`src/rtl/mem_arbiter.sv`:
```
// mem_arbiter: two-requester (instruction fetch / load-store) arbiter in front
// of a single-outstanding memory port. LSU has priority; a starvation counter
// hands the port to instruction fetch after STARVE_MAX back-to-back LSU grants.
module mem_arbiter #(
    parameter int unsigned XLEN       = 64,
    parameter int unsigned STARVE_MAX = 4
) (
    input  logic            clk,
    input  logic            rst,

    input  logic            if_req_valid,
    input  logic [XLEN-1:0] if_req_addr,
    output logic            if_req_ready,
    output logic            if_resp_valid,
    output logic [XLEN-1:0] if_resp_data,

    input  logic            ls_req_valid,
    input  logic [XLEN-1:0] ls_req_addr,
    input  logic            ls_req_wen,
    input  logic [XLEN-1:0] ls_req_wdata,
    input  logic [7:0]      ls_req_wmask,
    output logic            ls_req_ready,
    output logic            ls_resp_valid,
    output logic [XLEN-1:0] ls_resp_data,

    output logic            mem_req_valid,
    input  logic            mem_req_ready,
    output logic [XLEN-1:0] mem_req_addr,
    output logic            mem_req_wen,
    output logic [XLEN-1:0] mem_req_wdata,
    output logic [7:0]      mem_req_wmask,
    input  logic            mem_resp_valid,
    input  logic [XLEN-1:0] mem_resp_data
);

    localparam int unsigned CNT_W = (STARVE_MAX < 1) ? 1 : $clog2(STARVE_MAX + 1);
    localparam logic [CNT_W-1:0] STARVE_LIM = CNT_W'(STARVE_MAX);

    typedef enum logic [1:0] {
        ST_IDLE,
        ST_REQ,
        ST_WAIT
    } state_t;

    typedef enum logic {
        OWN_IF,
        OWN_LS
    } owner_t;

    state_t          state;
    owner_t          owner;
    logic [CNT_W-1:0] starve_cnt;
    logic            post_rst;
    logic            req_valid_q;
    logic [XLEN-1:0] addr_q;
    logic            wen_q;
    logic [XLEN-1:0] wdata_q;
    logic [7:0]      wmask_q;

    logic arb_open;
    logic if_wins;
    logic if_grant;
    logic ls_grant;
    logic resp_hit;

    // Arbitration: open only in IDLE, never during or right after reset.
    always_comb begin
        arb_open     = (state == ST_IDLE) && !rst && !post_rst;
        if_wins      = if_req_valid && ((starve_cnt == STARVE_LIM) || !ls_req_valid);
        if_req_ready = arb_open && if_wins;
        ls_req_ready = arb_open && ls_req_valid && !if_wins;
        if_grant     = if_req_valid && if_req_ready;
        ls_grant     = ls_req_valid && ls_req_ready;
    end

    // Response routing: a response only counts while waiting for one.
    always_comb begin
        resp_hit      = (state == ST_WAIT) && mem_resp_valid && !rst;
        if_resp_valid = resp_hit && (owner == OWN_IF);
        ls_resp_valid = resp_hit && (owner == OWN_LS);
        if_resp_data  = mem_resp_data;
        ls_resp_data  = mem_resp_data;
    end

    // Downstream request fields come straight from the capture registers so
    // they stay stable for as long as mem_req_ready is held low.
    always_comb begin
        mem_req_valid = req_valid_q && !rst;
        mem_req_addr  = addr_q;
        mem_req_wen   = wen_q;
        mem_req_wdata = wdata_q;
        mem_req_wmask = wmask_q;
    end

    // Transaction FSM: capture on grant, issue downstream, wait for response.
    always_ff @(posedge clk) begin
        if (rst) begin
            state       <= ST_IDLE;
            owner       <= OWN_IF;
            starve_cnt  <= '0;
            post_rst    <= 1'b1;
            req_valid_q <= 1'b0;
            addr_q      <= '0;
            wen_q       <= 1'b0;
            wdata_q     <= '0;
            wmask_q     <= '0;
        end else begin
            post_rst <= 1'b0;
            case (state)
                ST_IDLE: begin
                    if (if_grant) begin
                        owner       <= OWN_IF;
                        addr_q      <= if_req_addr;
                        wen_q       <= 1'b0;
                        wdata_q     <= '0;
                        wmask_q     <= '0;
                        starve_cnt  <= '0;
                        req_valid_q <= 1'b1;
                        state       <= ST_REQ;
                    end else if (ls_grant) begin
                        owner       <= OWN_LS;
                        addr_q      <= ls_req_addr;
                        wen_q       <= ls_req_wen;
                        wdata_q     <= ls_req_wdata;
                        wmask_q     <= ls_req_wen ? ls_req_wmask : 8'h00;
                        req_valid_q <= 1'b1;
                        state       <= ST_REQ;
                        if (!if_req_valid) begin
                            starve_cnt <= '0;
                        end else if (starve_cnt != STARVE_LIM) begin
                            starve_cnt <= starve_cnt + CNT_W'(1);
                        end
                    end
                end
                ST_REQ: begin
                    if (mem_req_ready) begin
                        req_valid_q <= 1'b0;
                        state       <= ST_WAIT;
                    end
                end
                ST_WAIT: begin
                    if (mem_resp_valid) begin
                        state <= ST_IDLE;
                    end
                end
                default: begin
                    req_valid_q <= 1'b0;
                    state       <= ST_IDLE;
                end
            endcase
        end
    end

endmodule

```
`config.mk`:
```
export PLATFORM = sky130hd
export DESIGN_NAME = mem_arbiter
export DESIGN_NICKNAME = d
export VERILOG_FILES = /design/src/rtl/mem_arbiter.sv
export SDC_FILE = /design/constraint.sdc
export NUM_CORES = 1
export LEC_CHECK = 0
export CORE_AREA = 2 2 211 213
export DETAILED_ROUTE_END_ITERATION = 10
export DIE_AREA = 0 0 213 215
export DONT_BUFFER_PORTS = 1
export SLEW_MARGIN = 20
export SYNTH_ARGS = -nofsm -noshare
export SYNTH_HDL_FRONTEND = slang
export SYNTH_SLANG_ARGS = --single-unit
export TNS_END_PERCENT = 5
```
`constraint.sdc`:
```
create_clock -name clk -period 4 [get_ports clk]
set_input_delay 0.8 -clock clk [delete_from_list [all_inputs] [get_ports clk]]
set_output_delay 0.8 -clock clk [all_outputs]
set_load 0.02 [all_outputs]
```
Yosys cells after proc, flatten, opt, wreduce, memory -nomap -nowiden:

Cells that the tools add are included.

* memory bits (writable): 0
* memories kept: 0
* latch bits: 0
* word-level logic and storage cells: 68
* memory bits (read-only): 0
* input bits: 271
* flip-flop bits (word level): 145

* divide/modulo/power cells: 0
* multipliers: 0
* $add $sub $neg: 1
* shift operators: 0
* bitwise logic cells: 2
* order comparisons: 0
* reductions and logical operators: 24
* multiplexer cells: 24
* equal/unequal tests: 8

Operators by type and width (count)
* 2-to-1 mux 64 bit: 4
* 2-to-1 mux 8 bit: 3
* logical AND 1 bit: 13
* 2-to-1 mux 3 bit: 4
* AND reduction 3 bit: 3
* 2-to-1 mux 2 bit: 4
* 2-to-1 mux 1 bit: 7
* != test 3 bit, second input constant: 2
* one-hot mux 2 bit (3 select lines): 1
* logical NOT 1 bit: 4
* != test 2 bit, second input constant: 2
* adder 3 x 1 -> 3 bit, second input constant: 1
* equality test 3 bit, second input constant: 1
* != test 3 x 1 -> 1 bit, second input constant: 1
* one-hot mux 1 bit (3 select lines): 1
* equality test 2 x 1 -> 1 bit, second input constant: 1
* equality test 2 bit, second input constant: 1
* logical NOT 2 bit: 1
* NOT 1 bit: 2
* AND reduction 2 bit: 1
* nonzero test 2 bit: 1
* logical OR 1 bit: 1

Depth between registers and ports, before layout:

* depth in word-level cells: 9
* mapped depth: 8

Least setup slack after synthesis:

No wires, ideal clock.

* path kind: input-to-output
* start: in rst
* end: out ls_req_ready
* data arrival time: 1943 ps
* path buffers: 4
* slack: 1257 ps
* cell stages on the path: 6
* cells stage by stage: buf_2 -> nor4_2 -> and3_1 -> buf_2 -> buf_4 -> buf_2

* cells in the longest elaborated chain, start to end: 5

RTL lines
* start, declared: line 9 `input logic rst,`
* logical NOT 1 bit: line 68 `arb_open = (state == ST_IDLE) && !rst && !post_rst;`
* logical AND 1 bit (2 in a row): line 68
* logical AND 1 bit (2 in a row): line 71 `ls_req_ready = arb_open && ls_req_valid && !if_wins;`
* end, declared: line 22 `output logic ls_req_ready,`

Every way passes these cells.

Worst setup path in the final report:

* start: reg state[1]
* end: out ls_req_ready

* cells in the longest elaborated chain, start to end: 5

RTL lines
* start, declared: line 50 `state_t state;`
* start signal, assigned: line 98 `state <= ST_IDLE;`
* start signal, assigned: line 119 `state <= ST_REQ;`
* start signal, assigned: line 127 `state <= ST_REQ;`
* logical NOT 2 bit: line 68
* logical AND 1 bit (2 in a row): line 68
* logical AND 1 bit (2 in a row): line 71

Every way passes these cells.

==> metrics <==
GRT Util Overall 8.08%; Total Wirelength 18.9 mm; syn_nets 962; io pins 541; total CTS buffers 17; Worst Skew 0.00910 ns; Routed Antenna Nets 0; Die Footprint 45,800 µm²; Area after DPL 6140 µm²; initial antenna violation count 7; clk slew on worst S/H paths 0.07 ns; RSZ-0062 raised after global routing false; critical path launch point type register; crit path max fanout 48; vias in the first global route 4,217; P&R area growth vs syn 2.51%; post-route setup TNS 0 ns; Initial Util 15.1%; first-pass GRT wire length 25.5 mm; clock root cell clkbuf_16; # rows 77; CTS Hold Buffers Added 0; #FFs+latches synth 145; critical path class register to primary output; CP max stage delay 0.69 ns; period utilization 73.2%; CP endpoint kind primary output; Port Buffers 0; Syn Std Cell Area 6580 µm²; CP Cell Sequence nor4_2 -> and3_4; IR drop worst, VDD 300 µV; Core Footprint 43,600 µm²; HPWL Detailed 14.0 mm; CTS tree yes; vias per inst 3.85; GP Congestion 0.830; design area 6740 µm²; DR WL/cell 16.5 µm; Slew Limit Fails 0; GR Overflow Total 0; f_max 0.341 GHz; violated checks DRC; run status complete, but fails checks; Worst-Margin Slew 0.898 ns; slowest stage cell, crit path and3_4; worst endpoint data arrival time 2.13 ns; min-delay worst type primary input to register; Lkg Pwr 2.76 nW; minimum clock period 2.93 ns; Inst Count DP 1,110; Clock Latency Late Sink 0.47 ns; CTS max path bufs 2; H-tree depth 4; library cells used by synthesis 33; Post-CTS Resized 0; Die Wd 213 µm; sequential fraction of the synthesis area 44.1%; max-cap violation count 0; Rel. slew slack 40.1%; # DRC 1; Post-Synthesis Cells 689; setup bufs post-CTS 0; PD cells 539 nW/µm²; most common cell after layout, fill and taps aside dfxtp_1; largest net degree at the start of global routing 93; syn avg cell area 9.54 µm²; final net count 810; Finished Layout Cells 1,145; initial DRC count 461; via count 4,404; Power, Total 3.63 mW; final setup fails 0; Chip Height 215 µm; filler cell count 4,924; most frequent cells in the layout 145 x dfxtp_1, 131 x inv_1, 65 x nand2b_1, 65 x a22o_1, 64 x a222oi_1; Ys Warns 0; Pre-antenna DRT Iters 11; CTS Sinks 145; layout cells sized above 1 7.64%; Final Hold Vio Count 0; critical path required time 3.20 ns
## kinds of logic (layout without fill, tap and decap cells)
| kind of cell | count (synthesis) | in the layout | share of synthesized area [%] |
|---|---|---|---|
| AO/OA/AOI/OAI | 150 | 150 | 20.9 |
| adder cells (fa/ha/maj) | 2 | 2 | 0.380 |
| other | 0 | 3 | 0 |
| AND/OR/NAND/NOR | 86 | 86 | 8.10 |
| buffers and inverters | 306 | 167 | 26.5 |
| flip-flops | 145 | 145 | 44.1 |
## sequential cells by signal, indices dropped and copies added, names as in the netlist
register	count
owner	1
mem_req_wdata	64
state	2
req_valid_q	1
mem_req_wen	1
post_rst	1
mem_req_addr	64
starve_cnt	3
mem_req_wmask	8
## where the power goes
part | internal (mW) | switching, mW | leakage, nW
logic | 0.113 | 0.117 | 1.27
clock network | 0.887 | 0.730 | 0.293
registers | 1.56 | 0.224 | 1.19
total | 2.56 | 1.07 | 2.76
## metrics by stage
step	hold slack, ns	setup WS [ns]	utilization (%)
final	0.388	1.07	15.4
after global routing	0.326	0.839	15.4
after CTS	0.317	0.984	15.4
after detailed placement	0.461	1.12	14.1
after global placement	0.452	1.20	14.1
after floorplan	0.441	1.26	-
## critical path: cells and delay by family (launching register included)
kind | cells | cell delay, ns
and+or+nand+nor | 2 | 1.25
DFF | 1 | 0.40
## cell type report
type,count,area [µm²],area share (%)
tap,592,741,11.0
antenna,3,7.51,0.111
clock buffer,17,425,6.31
sequential,145,2900,43.1
clock inverter,15,171,2.54
timing repair buffer,4,42.5,0.631
inverter,131,492,7.29
multi-input combinational,238,1960,29.1
## path summary, 6_finish.rpt
path	start	end	slack, ns	cells after the start
min reg2reg	owner	owner	0.48	1
max	state[1]	ls_req_ready	1.07	2
max reg2reg	state[1]	mem_req_wmask[2]	1.52	4
min	rst	post_rst	0.39	0
## Yosys cell counts
master    number  area share [%]
a32o_1         8             1.2
o21ai_0        2            0.15
nor4_2         1            0.19
nor3b_1        1            0.11
o21ba_1        1            0.15
a21oi_1        4            0.30
nor3b_2        1            0.19
nand2_1        5            0.29
buf_1          1           0.057
nand2b_1      65             6.2
inv_1        131             7.5
nand3b_1       1            0.11
dfxtp_1      145              44
nor2_1         4            0.23
nand4_1        2            0.19
a22o_1        65             8.7
a21o_1         1            0.11
nor3_1         1           0.076
nand3_1        1           0.076
a222oi_1      64             9.7
a211oi_1       1            0.11
and3_1         2            0.19
a21boi_0       1            0.11
clkbuf_1      10            0.57
buf_6          7             1.2
a311oi_1       1            0.13
o22ai_1        1           0.095
or4_4          1            0.17
ha_1           2            0.38
buf_2         19             1.4
o21ai_1        1           0.076
buf_4        138              16
nor2b_1        1           0.095
## per-layer routing
| metal | part of all wire, % | global-route usage (%) |
|---|---|---|
| met5 | 0.51 | 0.754 |
| met4 | 4.0 | 6.04 |
| met3 | 15 | 6.01 |
| met2 | 49 | 13.3 |
| met1 | 32 | 6.47 |
Note: power is estimated with default switching activity, not from simulation.
